File: src/rtl/demux16_tdm_if.sv
// Serial-in / frame-out bundle of the 16-slot TDM receiver.
// The master drives the serial lane; the slave is the demultiplexer.
interface demux16_tdm_if;
  logic        din;
  logic        din_valid;
  logic        sync;
  logic [15:0] y;
  logic        y_valid;
  logic [3:0]  slot;
  logic        locked;
  logic        sync_err;

  modport master (
    output din, din_valid, sync,
    input  y, y_valid, slot, locked, sync_err
  );

  modport slave (
    input  din, din_valid, sync,
    output y, y_valid, slot, locked, sync_err
  );
endinterface

File: src/rtl/demux16_tdm.sv
// 16-slot TDM receiver: steers accepted serial bits into slot positions and
// publishes each completed 16-bit frame with a single-cycle strobe.
module demux16_tdm #(
  parameter bit FREE_RUN = 1'b0
) (
  input  logic          clk,
  input  logic          rst,
  demux16_tdm_if.slave  bus
);

  typedef enum logic {HUNT = 1'b0, COLLECT = 1'b1} state_t;

  localparam state_t RST_STATE = FREE_RUN ? COLLECT : HUNT;

  state_t      state;
  logic [3:0]  cnt;
  logic [14:0] shadow;
  logic [14:0] sh_we;
  logic [15:0] y_r;
  logic        yv_r;
  logic        se_r;
  logic        lk_r;
  logic        sync_q;

  // In free-run mode the sync input has no effect anywhere.
  assign sync_q = FREE_RUN ? 1'b0 : bus.sync;

  // Slot write enables. Slot 15 never lands in the shadow: it goes straight
  // into y together with the 15 shadowed bits.
  always_comb begin
    sh_we = '0;
    if (bus.din_valid) begin
      if (sync_q)
        sh_we[0] = 1'b1;
      else if (state == COLLECT && cnt != 4'd15 && (FREE_RUN || cnt != 4'd0))
        sh_we = 15'd1 << cnt;
    end
  end

  always_ff @(posedge clk or posedge rst) begin
    if (rst) begin
      shadow <= '0;
    end else begin
      for (int k = 0; k < 15; k++)
        if (sh_we[k]) shadow[k] <= bus.din;
    end
  end

  always_ff @(posedge clk or posedge rst) begin
    if (rst) begin
      state <= RST_STATE;
      cnt   <= '0;
      y_r   <= '0;
      yv_r  <= 1'b0;
      se_r  <= 1'b0;
      lk_r  <= FREE_RUN;
    end else begin
      yv_r <= 1'b0;
      se_r <= 1'b0;
      if (bus.din_valid) begin
        case (state)
          HUNT: begin
            if (sync_q) begin
              cnt   <= 4'd1;
              state <= COLLECT;
              lk_r  <= 1'b1;
            end
          end
          COLLECT: begin
            if (sync_q) begin
              // Sync anywhere but slot 0 aborts the partial frame and realigns.
              se_r <= (cnt != 4'd0);
              cnt  <= 4'd1;
            end else if (cnt == 4'd0 && !FREE_RUN) begin
              se_r  <= 1'b1;
              state <= HUNT;
              lk_r  <= 1'b0;
            end else if (cnt == 4'd15) begin
              y_r  <= {bus.din, shadow};
              yv_r <= 1'b1;
              cnt  <= 4'd0;
            end else begin
              cnt <= cnt + 4'd1;
            end
          end
          default: state <= RST_STATE;
        endcase
      end
    end
  end

  assign bus.y        = y_r;
  assign bus.y_valid  = yv_r;
  assign bus.slot     = cnt;
  assign bus.locked   = lk_r;
  assign bus.sync_err = se_r;

endmodule

File: src/flat_wrapper.sv
// flat-port wrapper written by rule: the top's interface ports become plain ports
module demux16_tdm_flat 
#(
  parameter bit FREE_RUN = 1'b0
)
  (clk, rst, bus_din, bus_din_valid, bus_sync, bus_y, bus_y_valid, bus_slot, bus_locked, bus_sync_err);
  demux16_tdm_if bus_i ();
  input  logic clk;
  input  logic rst;
  input wire logic [$bits(bus_i.din)-1:0] bus_din;
  input wire logic [$bits(bus_i.din_valid)-1:0] bus_din_valid;
  input wire logic [$bits(bus_i.sync)-1:0] bus_sync;
  output wire logic [$bits(bus_i.y)-1:0] bus_y;
  output wire logic [$bits(bus_i.y_valid)-1:0] bus_y_valid;
  output wire logic [$bits(bus_i.slot)-1:0] bus_slot;
  output wire logic [$bits(bus_i.locked)-1:0] bus_locked;
  output wire logic [$bits(bus_i.sync_err)-1:0] bus_sync_err;
  assign bus_i.din = bus_din;
  assign bus_i.din_valid = bus_din_valid;
  assign bus_i.sync = bus_sync;
  assign bus_y = bus_i.y;
  assign bus_y_valid = bus_i.y_valid;
  assign bus_slot = bus_i.slot;
  assign bus_locked = bus_i.locked;
  assign bus_sync_err = bus_i.sync_err;
  demux16_tdm #(.FREE_RUN(FREE_RUN)) u_core (.clk(clk), .rst(rst), .bus(bus_i));
endmodule
File: config.mk
export PLATFORM = sky130hd
export DESIGN_NAME = demux16_tdm_flat
export DESIGN_NICKNAME = d
export VERILOG_FILES = /design/src/rtl/demux16_tdm_if.sv /design/src/rtl/demux16_tdm.sv /design/src/flat_wrapper.sv
export SDC_FILE = /design/constraint.sdc
export NUM_CORES = 1
export LEC_CHECK = 0
export CORE_MARGIN = 2
export CORE_UTILIZATION = 40
export DETAILED_ROUTE_END_ITERATION = 6
export DONT_BUFFER_PORTS = 1
export MAX_ROUTING_LAYER = met4
export PLACE_DENSITY_LB_ADDON = 0.3
export SYNTH_ARGS = -nofsm -noshare
export SYNTH_HDL_FRONTEND = slang
export SYNTH_SLANG_ARGS = --single-unit
File: constraint.sdc
create_clock -name clk -period 3 [get_ports clk]
set_input_delay 0.15 -clock clk [delete_from_list [all_inputs] [get_ports clk]]
set_output_delay 0.15 -clock clk [all_outputs]
set_load 0.005 [all_outputs]
==> results.txt, run 1 <==
Startpoint types - register
Maxcap violations - 0
Synth-to-layout area growth - 9.347%
Cells after DPL - 195
Num CTS Buffers - 5
Netlist cell types - 31
Sequential fraction of the synthesis area - 53.61%
Clk buf depth - 2
YS warnings - 0
Synth Area in Adders - 5.498%
Total gr overflow - 0
Cell Rows - 24
WHS - 0.007189 ns
Mapped Area - 1820 um2
Final worst-path cycle share - 80.93%
WP data arrival - 2.64 ns
Status - finished, final reports clean
Total chip power - 1275 uW
First-pass GRT wire length - 5.782 mm
Multi-input gate area - 777.0 um2
RSZ-0062 raised after global routing - false
Die height - 71.46 um
RR Endpoint - u_core.bus.slot[3]
Clock Latency Late Sink - 0.30 ns
Setup CP Type - register to register
# H-tree levels - 2
CP Max Fanout - 7
Layout Nets - 168
Final setup vio count - 0
Slew @ Worst Pin - 0.7373 ns
Hold Fails Final Rpt - 0
Ant. Diodes - 0
#FFs+latches synth - 39
Fillers - 407
TritonCTS clock tree - done
Final setup skew - 0.004663 ns
Mux contribution to synthesized area - 19.18%
FF/Latch Area - 975.9 um2
Die Span X - 71.46 um
DRC Markers - 0
Via/cell ratio - 5.322
Flop-to-flop setup slack - 0.57 ns
Pin count of the biggest net entering global routing - 21
Clock Sinks - 39
Synthesized Nets - 161
PwrDens - 640.6 nW/um2
Root buf cell - clkbuf_8
Combinational family with the most area after synthesis - multiplexers
Cell leakage power - 0.0009478 uW
Final wirelength - 3.442 mm
Clock-pin transition on the worst setup and hold timing paths - 0.07 ns
Required time worst endpoint - 3.21 ns
Gr usage total - 15.61%
Number of global-route vias before repair - 1,165
HPWL Detailed - 2.373 mm
Maximum VDD drop - 0.4495 mV
Antenna violations before repair - 0
CP Capture Type - register
Total negative slack - 0 ns
XOR/XNOR Fraction of Synth Area - 0%
Critical path origin - u_core.bus.slot[1]
CORE AREA - 4384 um2
RR Startpoint - u_core.bus.slot[1]
GP Congestion - 0.8346
DRT Pass-1 Iters - 4
Hold Crit Class - input pin to register
Post-layout util - 45.41%
Compound-Gate Fraction of Synth Area - 3.918%
FF-to-FF path depth - 10
Routed Antenna Nets - 0
Slew Viols, Final - 0
Max transition margin - 50.79%
Non-filler cells, final - 208
Min-Delay Path Depth - 1
Worst Setup EP - u_core.bus.slot[3]
Io pins - 28
Routed WL per cell - 16.55 um
Area share of and/or/nand/nor cells after synthesis - 14.09%
Max Freq - 411.9 MHz
Initial Util - 41.52%
Via count - 1,107
Die area - 5107 um2
I/O Buffers - 0
Syn Area/Cell - 12.30 um2
Post-Synthesis Cells - 148
Crit path time final - 2.428 ns
Drt first-iter violations - 91
Layout cells sized above 1 - 30.13%
Post-CTS resize count - 0
## synth_stat cells (all sizes together)
master  instances  area [um2]
and4bb          1       12.51
o31ai           1       7.510
nand3           5       30.03
a21oi           4       20.02
inv             8       30.03
and3            1       6.260
nor2b           2       12.51
or4             1       7.510
nand2          22       82.58
dfrtp          39       975.9
nor3            4       25.02
mux2           31       349.1
buf             3       23.77
clkbuf          3       13.76
nor2            3       18.77
and2b           1       7.510
ha              8       100.1
o21ai           5       28.78
o211ai          1       7.510
nor4            3       33.78
a211oi          1       7.510
nand3b          1       20.02
## area by class of cell
cell class                      count  share of cell area (%)
Sequential cell                    39                   49.03
Clock buffer                        6                   3.646
Timing Repair Buffer                6                   2.891
Clock inverter                      2                  0.6285
Multi-Input combinational cell     95                   39.03
Inverter                            8                   1.508
Tap cell                           52                   3.268
## logic make-up after synthesis
logic type | Yosys count
multiplexers | 31
AND/OR/NAND/NOR | 44
AO/OA/AOI/OAI | 12
adder cells (fa/ha/maj) | 8
buffers and inverters | 14
flip-flops | 39
## sequential cells by signal, indices dropped and copies added, names as in the netlist
register / cells
u_core.shadow: 15
u_core.bus.slot: 4
u_core.bus.sync_err: 1
u_core.state: 1
u_core.bus.y_valid: 1
u_core.bus.locked: 1
u_core.bus.y: 16
## per-layer routing
metal	track usage (%)	vias to the layer above	part of all wire, %
met2	24.18	19	49
met5	-	-	0
met3	6.188	5	5.3
li1	-	521	-
met1	18.54	562	44
met4	5.451	0	1.4
## cell usage in the layout (no fill, tap or decap)
cell           synthesis  layout
and2b_1                1       1
inv_2                  1       1
or4_1                  1       1
o21ai_2                1       1
nand3_2                1       1
ha_1                   8       8
mux2_2                31      31
clkbuf_8               0       5
clkinvlp_4             0       1
nor3_2                 1       1
o21ai_0                4       4
nor2b_1                2       2
and4bb_2               1       1
nand3_1                4       4
nor2_4                 1       1
dlygate4sd3_1          0       5
clkinv_2               0       1
buf_4                  1       1
nand2_1               22      22
nand3b_4               1       1
clkbuf_1               1       1
a21oi_1                4       4
nor2_1                 2       2
nor4_4                 1       1
o31ai_1                1       1
nor3_1                 3       3
inv_1                  7       7
dfrtp_1               39      39
nor4_1                 2       2
and3_1                 1       1
a211oi_1               1       1
o211ai_1               1       1
## per-stage QoR
step / cell area (um2) / worst slack, ns
3_3_place_gp: 1856 / 0.6909
3_5_place_dp: 1856 / 0.5972
2_1_floorplan: 1821 / 0.8296
5_1_grt: 1991 / 0.3864
4_1_cts: 1981 / 0.5813
6_report: 1991 / 0.5722
## worst max-delay path, stage by stage (launching register included)
cell      delay (ns)
dfrtp_1         0.50
inv_1           0.11
ha_1            0.25
nor2b_1         0.18
nand2_1         0.13
inv_1           0.05
ha_1            0.23
nor2b_1         0.16
o21ai_2         0.12
or4_1           0.51
o211ai_1        0.10
## how the worst min path moves through the flow
| stage | start | to |
|---|---|---|
| 6_report | bus_din | u_core.shadow[1] |
| 3_3_place_gp | rst | u_core.bus.y[3] |
| 3_5_place_dp | rst | u_core.bus.y[3] |
| 4_1_cts | bus_din | u_core.bus.y[15] |
| 2_1_floorplan | bus_din | u_core.shadow[11] |
| 5_1_grt | bus_din | u_core.shadow[13] |
## report_power, final
part / switching [uW] / internal, uW
clock network: 183 / 162
logic: 152 / 112
registers: 79.9 / 587
## what timing repair did
item                      CTS  global route
buffers inserted            0             0
hold endpoints to repair   30             1
hold buffers                4             1
No activity file was read; power rests on OpenSTA's default activity.
==> run 2, diff against run 1 <==
- ABC_AREA: unset -> 1
- clock period: 3 -> 2.5 ns (I/O delays scaled with it)
==> results.txt, run 2 <==
Fillers - 477 (+17%)
Clock Latency Late Sink - 0.29 ns (about the same)
Maxcap violations - 0 (unchanged)
Critical path origin - u_core.bus.slot[0]
Final wirelength - 3.217 mm (-6.5%)
Number of global-route vias before repair - 1,231 (+5.7%)
Post-synth top flop - dfrtp_1
Via count - 1,299 (+17%)
Clock Sinks - 39 (unchanged)
Max Freq - 510.8 MHz (+24%)
Final worst-path cycle share - 78.30% (-2.6 points)
Worst path depth - 9 (-1)
Final setup skew - 0.006360 ns (+0.001697 ns)
Count leader, synth - nand2_1
Hold Crit Class - input pin to register
Post-Synthesis Cells - 221 (+49%)
CP Cell Sequence - inv_1 > ha_1 > nand3_1 > ha_1 > nand3_1 > or2_1 > buf_4 > nand2_1 > o21ai_2
# H-tree levels - 2 (unchanged)
Total negative slack - 0 ns (unchanged)
Die height - 73.74 um (+3.2%)
DRC Markers - 0 (unchanged)
Post-synth ARST share - 100.0% (unchanged)
TritonCTS clock tree - done
Synth top area share - 50.16% (-3.4 points)
Maximum VDD drop - 0.4015 mV (-11%)
Pin count of the biggest net entering global routing - 33 (+57%)
Antenna violations before repair - 0 (unchanged)
Synthesized Nets - 234 (+45%)
#FFs+latches synth - 39 (unchanged)
Die area - 5438 um2 (+6.5%)
Syn Area/Cell - 8.804 um2 (-28%)
Io pins - 28 (unchanged)
Die Span X - 73.74 um (+3.2%)
Clk buf depth - 2 (unchanged)
Total gr overflow - 0 (unchanged)
Synth-to-layout area growth - 5.788%
Root buf cell - clkbuf_8
Min-Delay Path Depth - 3 (+2)
Most common cell after layout, fill and taps aside - nand2_1
RR Endpoint - u_core.bus.y[5]
CP Capture Type - register
Initial Util - 41.47% (-0.057 points)
Layout Nets - 239 (+42%)
Hold Fails Final Rpt - 0 (unchanged)
WP data arrival - 2.18 ns (-0.46 ns)
P_sw - 448.6 uW (+8.2%)
Startpoint types - register
Area contributors post-synth - dfrtp_1 50%, nand2_1 12%, o21ai_2 7.2%
Num CTS Buffers - 5 (unchanged)
Area after DPL - 1953 um2 (+5.3%)
Clock-pin transition on the worst setup and hold timing paths - 0.07 ns (about the same)
Commonest cells post-synth - 62 x nand2_1, 39 x dfrtp_1, 28 x inv_1
RSZ-0062 raised after global routing - false
Crit path time final - 1.958 ns (-0.4703 ns)
CORE AREA - 4692 um2 (+7.0%)
Routed Antenna Nets - 0 (unchanged)
Ant. Diodes - 0 (unchanged)
Max transition margin - 32.87% (-18 points)
Via/cell ratio - 4.623 (-13%)
Cell-internal power - 985.5 uW (+14%)
Flop-to-flop setup slack - 0.54 ns (-0.03 ns)
Slowest cell on the critical path - dfrtp_1
Setup CP Type - register to register
Slew Viols, Final - 0 (unchanged)
Flop pwr share - 53.3% (+1.0 points)
CP Max Fanout - 32 (+25)
Cell leakage power - 0.0009563 uW (+0.90%)
Cell Rows - 25 (+4.2%)
Yosys top cell by area - dfrtp_1
Gr usage total - 13.75% (-1.9 points)
Final setup vio count - 0 (unchanged)
Gate power share - 18.2% (-2.5 points)
Status - finished, final reports clean
First-pass GRT wire length - 5.582 mm (-3.5%)
RR Startpoint - u_core.bus.slot[0]
Max reg flops - 16 (unchanged)
Most frequent cells in the layout - 62 x nand2_1, 39 x dfrtp_1, 28 x inv_1, 20 x nor2_1, 16 x o21ai_2
Final Cell Area - 2058 um2 (+3.4%)
Layout cells sized above 1 - 17.18% (-13 points)
GP Congestion - 0.8232 (-1.4%)
YS warnings - 0 (unchanged)
Mapped Area - 1946 um2 (+6.9%)
Number of synthesized flops with an enable pin - 0 (unchanged)
Required time worst endpoint - 2.72 ns (-0.49 ns)
I/O Buffers - 0 (unchanged)
Worst Setup EP - u_core.bus.y[5]
PwrDens - 696.8 nW/um2 (+8.8%)
Clock share of power - 28.5% (+1.4 points)
Sequential fraction of the synthesis area - 50.16% (-3.4 points)
DRT Pass-1 Iters - 4 (unchanged)
Worst path bufs/invs - 2 (unchanged)
Routed WL per cell - 11.45 um (-31%)
Drt first-iter violations - 41 (-55%)
Slew @ Worst Pin - 1.006 ns (+0.2685 ns)
FF-to-FF path depth - 9 (-1)
CP max stage delay - 0.45 ns (-0.06 ns)
Netlist cell types - 22 (-29%)
Switch share - 31.28% (-1.2 points)
HPWL Detailed - 2.305 mm (-2.9%)
Delay-heaviest family, CP - buffers and inverters
==> run 2: layout make-up <==
type                    instances  area (um2)  share of cell area (%)
clock inverters                 2       12.51                  0.6079
inverters                      29       108.9                   5.289
clock buffers                   6       72.57                   3.526
flip-flops and latches         39       975.9                   47.42
repair buffers                  5       42.54                   2.067
multi-input cells             146       778.2                   37.81
well taps                      54       67.56                   3.283
==> run 2: cell families (layout without fill, tap and decap cells) <==
kind of cell / count (synthesis) / after routing / synth area share [%]
AO/OA/AOI/OAI: 34 / 34 / 12.09
adder cells (fa/ha/maj): 8 / 8 / 5.145
AND/OR/NAND/NOR: 104 / 104 / 22.77
flip-flops: 39 / 39 / 50.16
buffers and inverters: 36 / 42 / 9.839
==> run 2: how the worst min path moves through the flow <==
stage	slack, ns	end	start
final	0.02	u_core.bus.y_valid	bus_sync
after global routing	0.04	u_core.bus.y_valid	bus_sync
after CTS	0.007	u_core.bus.y_valid	bus_sync
after detailed placement	0.24	u_core.state	bus_din_valid
after global placement	0.23	u_core.state	bus_din_valid
after floorplan	0.22	u_core.state	bus_din_valid
==> run 2: worst min-delay path, stage by stage <==
cell     delay [ns]
nor2_1         0.03
nand2_1        0.07
nor2_1         0.04
==> run 2: power groups by stage <==
stage	registers, uW	logic (uW)	clock network, uW
finish	764	261	409
global route	777	311	459
CTS	764	266	426
detailed placement	777	261	0
global placement	777	259	0
floorplan	756	233	0
==> run 2: through the flow <==
stage          hold slack [ns]  setup WS, ns  total power, uW  util, %  instances
4_1_cts               0.007042        0.5344             1456    43.87        281
3_3_place_gp            0.2285        0.6426             1036    41.63        271
3_5_place_dp            0.2392        0.5615             1038    41.63        271
6_report               0.01561        0.5424             1434    43.87        281
2_1_floorplan           0.2214        0.7778            988.2        -        221
5_1_grt                0.03766        0.3270             1547    43.87        281
==> run 2: repair_timing <==
action | CTS | global route
hold buffers | 2 | 0
gates resized for setup | 0 | 0
setup buffers | 0 | 0
endpoints found under the hold margin | 16 | 0
==> run 2: routing by layer <==
metal | track usage (%) | wire, um | vias up
li1 | - | - | 691
met1 | 18.25 | 1648 | 575
met2 | 20.14 | 1358 | 27
met3 | 4.252 | 171 | 6
met4 | 4.242 | 38 | 0
met5 | - | 0 | -
